===== src/rtl/spi_reg_bank.sv =====
// SPI-facing register bank for a 4-channel PWM block.
// Writes land in shadow registers and are copied to the active outputs by a write to UPDATE.
module spi_reg_bank (
  input  logic        sclk,
  input  logic        rst_n,
  input  logic        cs,
  input  logic [7:0]  addr,
  input  logic [7:0]  data_wr,
  input  logic        wr_en,
  output logic [7:0]  data_rd,
  output logic [3:0]  ch_en,
  output logic [7:0]  period,
  output logic [3:0]  prescale,
  output logic [31:0] duty
);

  localparam logic [7:0] ID_VALUE = 8'hA5;

  logic [6:0] addr_dec;
  logic       unused_addr;
  logic       frame_clr_n;
  logic       committed;
  logic       commit;

  logic [3:0] sh_ctrl;
  logic [7:0] sh_period;
  logic [3:0] sh_prescale;
  logic [7:0] sh_duty [4];
  logic [7:0] scratch;
  logic [3:0] wcount;
  logic       upd_done;

  assign addr_dec    = addr[6:0];
  assign unused_addr = addr[7];

  // One commit per frame: the flag is held clear whenever cs is high or reset is asserted.
  assign frame_clr_n = rst_n & ~cs;
  assign commit      = ~cs & wr_en & ~committed;

  always_ff @(posedge sclk or negedge frame_clr_n) begin
    if (!frame_clr_n)
      committed <= 1'b0;
    else if (wr_en)
      committed <= 1'b1;
  end

  always_ff @(posedge sclk or negedge rst_n) begin
    if (!rst_n) begin
      sh_ctrl     <= 4'h0;
      sh_period   <= 8'hFF;
      sh_prescale <= 4'h0;
      for (int k = 0; k < 4; k++) sh_duty[k] <= 8'h00;
      ch_en       <= 4'h0;
      period      <= 8'hFF;
      prescale    <= 4'h0;
      duty        <= 32'h0;
      scratch     <= 8'h00;
      wcount      <= 4'h0;
      upd_done    <= 1'b0;
    end else if (commit) begin
      if (addr_dec <= 7'h0A)
        wcount <= wcount + 4'd1;
      case (addr_dec)
        7'h01: sh_ctrl     <= data_wr[3:0];
        7'h02: sh_period   <= data_wr;
        7'h03: sh_prescale <= data_wr[3:0];
        7'h04: sh_duty[0]  <= data_wr;
        7'h05: sh_duty[1]  <= data_wr;
        7'h06: sh_duty[2]  <= data_wr;
        7'h07: sh_duty[3]  <= data_wr;
        7'h08: begin
          if (data_wr[0]) begin
            ch_en    <= sh_ctrl;
            period   <= sh_period;
            prescale <= sh_prescale;
            duty     <= {sh_duty[3], sh_duty[2], sh_duty[1], sh_duty[0]};
            upd_done <= 1'b1;
          end
        end
        7'h09: begin
          if (data_wr[0])
            upd_done <= 1'b0;
        end
        7'h0A: scratch <= data_wr;
        default: ;
      endcase
    end
  end

  always_comb begin
    data_rd = 8'h00;
    case (addr_dec)
      7'h00: data_rd = ID_VALUE;
      7'h01: data_rd = {4'h0, sh_ctrl};
      7'h02: data_rd = sh_period;
      7'h03: data_rd = {4'h0, sh_prescale};
      7'h04: data_rd = sh_duty[0];
      7'h05: data_rd = sh_duty[1];
      7'h06: data_rd = sh_duty[2];
      7'h07: data_rd = sh_duty[3];
      7'h09: data_rd = {wcount, 3'b000, upd_done};
      7'h0A: data_rd = scratch;
      default: data_rd = 8'h00;
    endcase
  end

endmodule


===== config.mk =====
export PLATFORM = sky130hd
export DESIGN_NAME = spi_reg_bank
export DESIGN_NICKNAME = d
export VERILOG_FILES = /design/src/rtl/spi_reg_bank.sv
export SDC_FILE = /design/constraint.sdc
export NUM_CORES = 1
export LEC_CHECK = 0
export BUFFER_PORTS_ARGS = -buffer_cell sky130_fd_sc_hd__buf_2
export CAP_MARGIN = 15
export CELL_PAD_IN_SITES_DETAIL_PLACEMENT = 1
export CELL_PAD_IN_SITES_GLOBAL_PLACEMENT = 1
export CORE_MARGIN = 2
export CORE_UTILIZATION = 29
export CTS_CLUSTER_DIAMETER = 200
export CTS_CLUSTER_SIZE = 30
export DETAILED_ROUTE_END_ITERATION = 8
export MAX_ROUTING_LAYER = met4
export PLACE_DENSITY_LB_ADDON = 0.1
export SYNTH_ARGS = -nofsm -noshare
export SYNTH_HDL_FRONTEND = slang
export SYNTH_SLANG_ARGS = --single-unit

===== constraint.sdc =====
create_clock -name sclk -period 4 [get_ports sclk]
set_clock_uncertainty 0.05 [all_clocks]
set_input_delay 0.2 -clock sclk [delete_from_list [all_inputs] [get_ports sclk]]
set_output_delay 0.2 -clock sclk [all_outputs]
set_load 0.005 [all_outputs]

==> flow_summary.toml, run 1 <==
[sta]
fmax_mhz = 382.0
fin_setup_tns_ns = 0
layout_min_cycle_time_ns = 2.618
hold_viol = 0
relSlewSlack = 0.5258
tightestPinTransition_ns = 0.7099
finalSetupViolations = 0
slew_viol_final = 0
rsz0062_at_grt = "no"
period_share = 0.6544

[min_path]
hp-start = "data_wr[6]"
hp-class = "in -> reg"
min_to = "scratch[6]$_DFFE_PN0P_"
worstHoldPathCells = 2

[global_route]
grt_max_degree = 45
grt_pass1_wl_mm = 20.99
grt_pass1_vias = 3518
grt_overflow = 0
grt_use_total = 0.1611
antenna_found_initial = 0

[route]
num_vias = 3204
ant_nets = 0
dr.first_iter.drc_count = 151
dr.pass1.iters = 4
wire_per_inst_um = 20.19
viasPerCell = 4.914
drc = 0
routed_wl_mm = 13.17

[synthesis]
synth_common_cells = "mux2_2, dfrtp_1, dfstp_2"
synth_edf_count = 0
syn_nets = 373
synthArstFlopShare = 1.000
yosysUniqueCellTypes = 53
synthFlopType = "dfrtp_1"
yosysTopAreaCell = "dfrtp_1"
synth.area.top_cells = "dfrtp_1, mux2_2, dfstp_2"
postSynthCellCount = 352
yosysWarningCount = 0
synth_seq_cells = 110
synth_area_sq_mm = 0.004911
synth_top_area_frac = 0.4790
synth_most_common_cell = "mux2_2"
syn_avg_cell_area_sq_um = 13.95
yosysSeqAreaShare = 0.5646

[power_and_ir_drop]
p_switching_mw = 0.4891
p_per_area_mw_per_mm2 = 372.1
p_leak_nw = 2.909
peakVddDrop_mv = 0.2084
seqPwrFrac = 0.513
internal_power_mw = 1.686
p_clk_frac = 0.442
p_comb_frac = 0.045
sw_frac_of_total = 0.2249

[cts]
clock_sinks = 110
cts_tree = "built"
clk_pin_slew_worst_paths_ns = 0.07
clockRootBuffer = "clkbuf_16"
clockBufferDepth = 2
cts_resized = 0
post_cts_buffers = 0
numCtsBuffers = 9
insertion_delay_ns = 0.36
htreeDepth = 3

[floorplan]
rows = 47
start_util = 0.2961
ios = 76
dieHeight_um = 134.1
fp.dieW_um = 134.1
core_area_sq_mm = 0.01658
die-area_sq_mm = 0.01799

[setup_path]
rr_worst_depth = 5
critPathKind = "in -> reg"
r2r_start = "committed$_DFFE_PN0P_"
worstPathMaxFanout = 31
regToRegSetupSlack_ns = 1.51
cp_data_required_time_ns = 4.19
cp-end-kind = "flip-flop"
crit_arrival_ns = 2.81
rr_endpoint = "duty[14]$_DFFE_PN0P_"
crit_path_start_kind = "input pin"
slowest_delay_ns = 0.54
crit_slowest_cell = "nor2_4"
crit_path_cell_trace = "dlygate4sd3_1, buf_2, nor3b_2, nand3_1, nor2_4, buf_12, mux2_2"

[flow_run]
maxCapViolCount = 0

[finish]
fillCellCount = 1782
stdcell_count = 652
n_antenna_cell = 0
nNetsFinal = 448
drive_gt1_frac = 0.5231
area.growth.synth_to_final_pct = 19.03

[placed_design]
io_buffers = 74
dp.cells = 633
gp_congestion = 0.7844
hpwl_mm = 9.090

[outcome]
status = "completed"
-- layout by cell type, fill, tap and decap left out, types with 2 or more instances in the layout --
| cell type | count |
|---|---|
| nand3_1 | 7 |
| bufinv_16 | 2 |
| a21oi_1 | 7 |
| a21o_1 | 2 |
| xnor2_1 | 2 |
| o22ai_1 | 3 |
| dlygate4sd3_1 | 3 |
| mux2i_1 | 7 |
| a2111oi_0 | 2 |
| buf_4 | 4 |
| nand2_1 | 12 |
| nor2_1 | 6 |
| a22oi_1 | 4 |
| nor3_4 | 3 |
| nor3b_1 | 2 |
| dfstp_2 | 16 |
| nand3b_1 | 2 |
| or3_1 | 3 |
| a2bb2oi_1 | 2 |
| inv_1 | 3 |
| a31oi_1 | 3 |
| mux2_2 | 106 |
| clkinv_2 | 2 |
| and3_1 | 2 |
| buf_2 | 73 |
| o21ai_0 | 4 |
| mux2_1 | 3 |
| a221oi_1 | 2 |
| nand3_2 | 2 |
| dfrtp_1 | 94 |
| o22a_1 | 2 |
| nor2b_1 | 5 |
| a32oi_1 | 3 |
| nand4_1 | 3 |
| nor3_1 | 4 |
| clkbuf_16 | 9 |
-- sequential cells by signal, summed over array words and instances (netlist names), 8 cells and up --
register / cells
duty: 32
period: 8
scratch: 8
sh_duty: 32
sh_period: 8
-- final cells by class --
cell class | count | area, sq um | share of cell area
flip-flops and latches | 110 | 2773 | 0.4743
clock inverters | 6 | 86.33 | 0.01477
inverters | 4 | 15.01 | 0.002568
clock buffers | 10 | 229.0 | 0.03917
well taps | 220 | 275.3 | 0.04709
repair buffers | 81 | 445.4 | 0.07620
multi-input cells | 221 | 2022 | 0.3459
-- power groups by stage --
stage / registers (mW) / logic, mW / clock network (mW)
4_1_cts: 1.12 / 0.102 / 1.00
6_report: 1.12 / 0.0982 / 0.962
2_1_floorplan: 1.14 / 0.0384 / 0
3_3_place_gp: 1.14 / 0.0975 / 0
3_5_place_dp: 1.14 / 0.0993 / 0
5_1_grt: 1.12 / 0.110 / 1.05
-- kinds of logic after synthesis --
kind of cell | synth area share
buf+inv | 0.02471
simple gates | 0.07541
compound gates | 0.05860
xor+xnor | 0.005351
flops | 0.5646
fa+ha+maj | 0.002547
mux | 0.2688
-- metal layers --
layer | wire length [um] | track usage | share of wire
met2 | 6187 | 0.2476 | 0.47
met1 | 6061 | 0.2061 | 0.46
met3 | 544 | 0.03439 | 0.041
met4 | 372 | 0.07018 | 0.028
met5 | 0 | - | 0
-- stage by stage --
step	cell area, sq um	util	power (mW)	worst slack (ns)	hold WS, ns
final	5846	0.3525	2.175	1.382	0.1571
after global routing	5846	0.3525	2.274	1.224	0.1499
after CTS	5846	0.3525	2.221	1.390	0.1410
after detailed placement	5500	0.3317	1.236	1.135	0.06010
after global placement	5500	0.3317	1.234	1.151	0.04866
after floorplan	4911	-	1.174	2.259	-0.1456
-- timing repair --
item | CTS | global route
hold buffers | 3 | 0
endpoints found under the setup margin | 0 | 0
endpoints found under the hold margin | 22 | 0
-- critical path, delay by kind of cell --
family	cells	cell delay, ns
mux	1	0.36
buf+inv	3	0.95
simple gates	3	1.25
-- worst max-delay path by stage --
stage	from	slack [ns]	endpoint
final	cs	1.38	duty[14]$_DFFE_PN0P_
after global routing	cs	1.22	duty[20]$_DFFE_PN0P_
after CTS	cs	1.39	duty[14]$_DFFE_PN0P_
after detailed placement	addr[3]	1.13	duty[14]$_DFFE_PN0P_
after global placement	addr[3]	1.15	duty[16]$_DFFE_PN0P_
after floorplan	committed$_DFFE_PN0P_	2.26	ch_en[0]$_DFFE_PN0P_
Note: power is estimated with default switching activity, not from simulation.
==> inputs of run 2 (changes only) <==
clock period = 2.75 ns   (was 4 ns; I/O delays follow)
==> flow_summary.toml, run 2 (same netlist as run 1, synthesis figures left out) <==
[outcome]
status = "completed"

[cts]
cts_tree = "built"
insertion_delay_ns = 0.35
cts.hold.buffers_added = 3
clockRootBuffer = "clkbuf_16"
cts_resized = 0
clk_pin_slew_worst_paths_ns = 0.07
clockBufferDepth = 2
post_cts_buffers = 0
clock_sinks = 110
numCtsBuffers = 9
htreeDepth = 3

[route]
viasPerCell = 4.896
dr.pass1.iters = 4
wire_per_inst_um = 20.10
ant_nets = 0
dr.first_iter.drc_count = 121
routed_wl_mm = 13.21
num_vias = 3217
drc = 0

[global_route]
grt_max_degree = 48
grt_pass1_wl_mm = 20.75
grt_pass1_vias = 3431
grt_use_total = 0.1597
grt_overflow = 0
antenna_found_initial = 0

[sta]
slew_viol_final = 0
tightestPinTransition_ns = 0.6097
fmax_mhz = 443.5
layout_min_cycle_time_ns = 2.255
period_share = 0.8200
fin_setup_tns_ns = 0
hold_viol = 0
finalSetupViolations = 0
relSlewSlack = 0.5935
rsz0062_at_grt = "no"

[finish]
multi_input_area_sq_mm = 0.002022
regArea_sq_mm = 0.002773
area.growth.synth_to_final_pct = 19.16
nNetsFinal = 453
mostFrequentLayoutCell = "mux2_2"
n_antenna_cell = 0
drive_gt1_frac = 0.5240
layout_common_cells = "mux2_2, dfrtp_1, buf_2"
stdcell_area_sq_mm = 0.005852
reg_top3 = "duty (32), sh_duty (32)"
fillCellCount = 1797

[setup_path]
crit_path_start_kind = "input pin"
rr_worst_depth = 4
worstPathMaxFanout = 6
cp_data_required_time_ns = 2.94
r2r_start = "committed$_DFFE_PN0P_"
regToRegSetupSlack_ns = 0.57
critPathKind = "in -> reg"
rr_endpoint = "sh_ctrl[0]$_DFFE_PN0P_"
cp-end-kind = "flip-flop"
crit_arrival_ns = 2.44

[min_path]
min_to = "scratch[4]$_DFFE_PN0P_"
hp-start = "data_wr[4]"
worstHoldPathCells = 2
hp-class = "in -> reg"

[placed_design]
gp_congestion = 0.7977
hpwl_mm = 9.452
dpl_cell_area_sq_mm = 0.005550
io_buffers = 74

[floorplan]
fp.dieW_um = 134.1
rows = 47
ios = 76
dieHeight_um = 134.1
die-area_sq_mm = 0.01799
start_util = 0.2961
core_area_sq_mm = 0.01658

[flow_run]
maxCapViolCount = 0

[power_and_ir_drop]
peakVddDrop_mv = 0.2791
p_leak_nw = 2.915
p_per_area_mw_per_mm2 = 512.0
==> run 2: power by group <==
part / switching [mW] / internal, mW
registers: 0.00221 / 1.62
clock network: 0.584 / 0.641
logic: 0.108 / 0.0401
total: 0.695 / 2.30
==> run 2: worst max-delay path, cell delays in order <==
cell and delay [ns]:
dlygate4sd3_1 0.53, buf_2 0.14, nor3b_2 0.49, nand3_1 0.27, nor2_1 0.48, mux2_2 0.39
==> run 2: layout make-up <==
cell class | count | share of cell area
Sequential cell | 110 | 0.4738
Multi-Input combinational cell | 221 | 0.3455
Timing Repair Buffer | 86 | 0.08467
Tap cell | 220 | 0.04704
Clock buffer | 13 | 0.04276
Clock inverter | 3 | 0.003635
Inverter | 4 | 0.002566
==> run 2: layer usage <==
metal / global-route usage / wire length (um)
met3: 0.02608 / 568
met2: 0.2396 / 6193
met1: 0.2170 / 6178
met5: - / 0
met4: 0.06316 / 265
==> run 2: worst max path at each step <==
| stage | startpoint | to | slack [ns] | cells past startpoint |
|---|---|---|---|---|
| after floorplan | committed$_DFFE_PN0P_ | ch_en[0]$_DFFE_PN0P_ | 1.01 | 6 |
| after global placement | committed$_DFFE_PN0P_ | sh_ctrl[1]$_DFFE_PN0P_ | 0.61 | 4 |
| after detailed placement | committed$_DFFE_PN0P_ | sh_ctrl[1]$_DFFE_PN0P_ | 0.56 | 4 |
| after CTS | cs | sh_ctrl[0]$_DFFE_PN0P_ | 0.48 | 6 |
| after global routing | cs | sh_ctrl[0]$_DFFE_PN0P_ | 0.35 | 6 |
| final | cs | sh_ctrl[0]$_DFFE_PN0P_ | 0.50 | 6 |
==> run 2: metrics by stage <==
stage                     setup slack [ns]  hold WS, ns  instances  utilization  total power, mW
after floorplan                      1.009      -0.2081        352            -            1.708
after global placement              0.6066     -0.01511        638       0.3347            1.802
after detailed placement            0.5572   -0.0002695        638       0.3347            1.803
after CTS                           0.4847      0.07868        657       0.3529            3.050
after global routing                0.3499      0.08790        657       0.3529            3.124
final                               0.4951      0.08659        657       0.3529            2.996
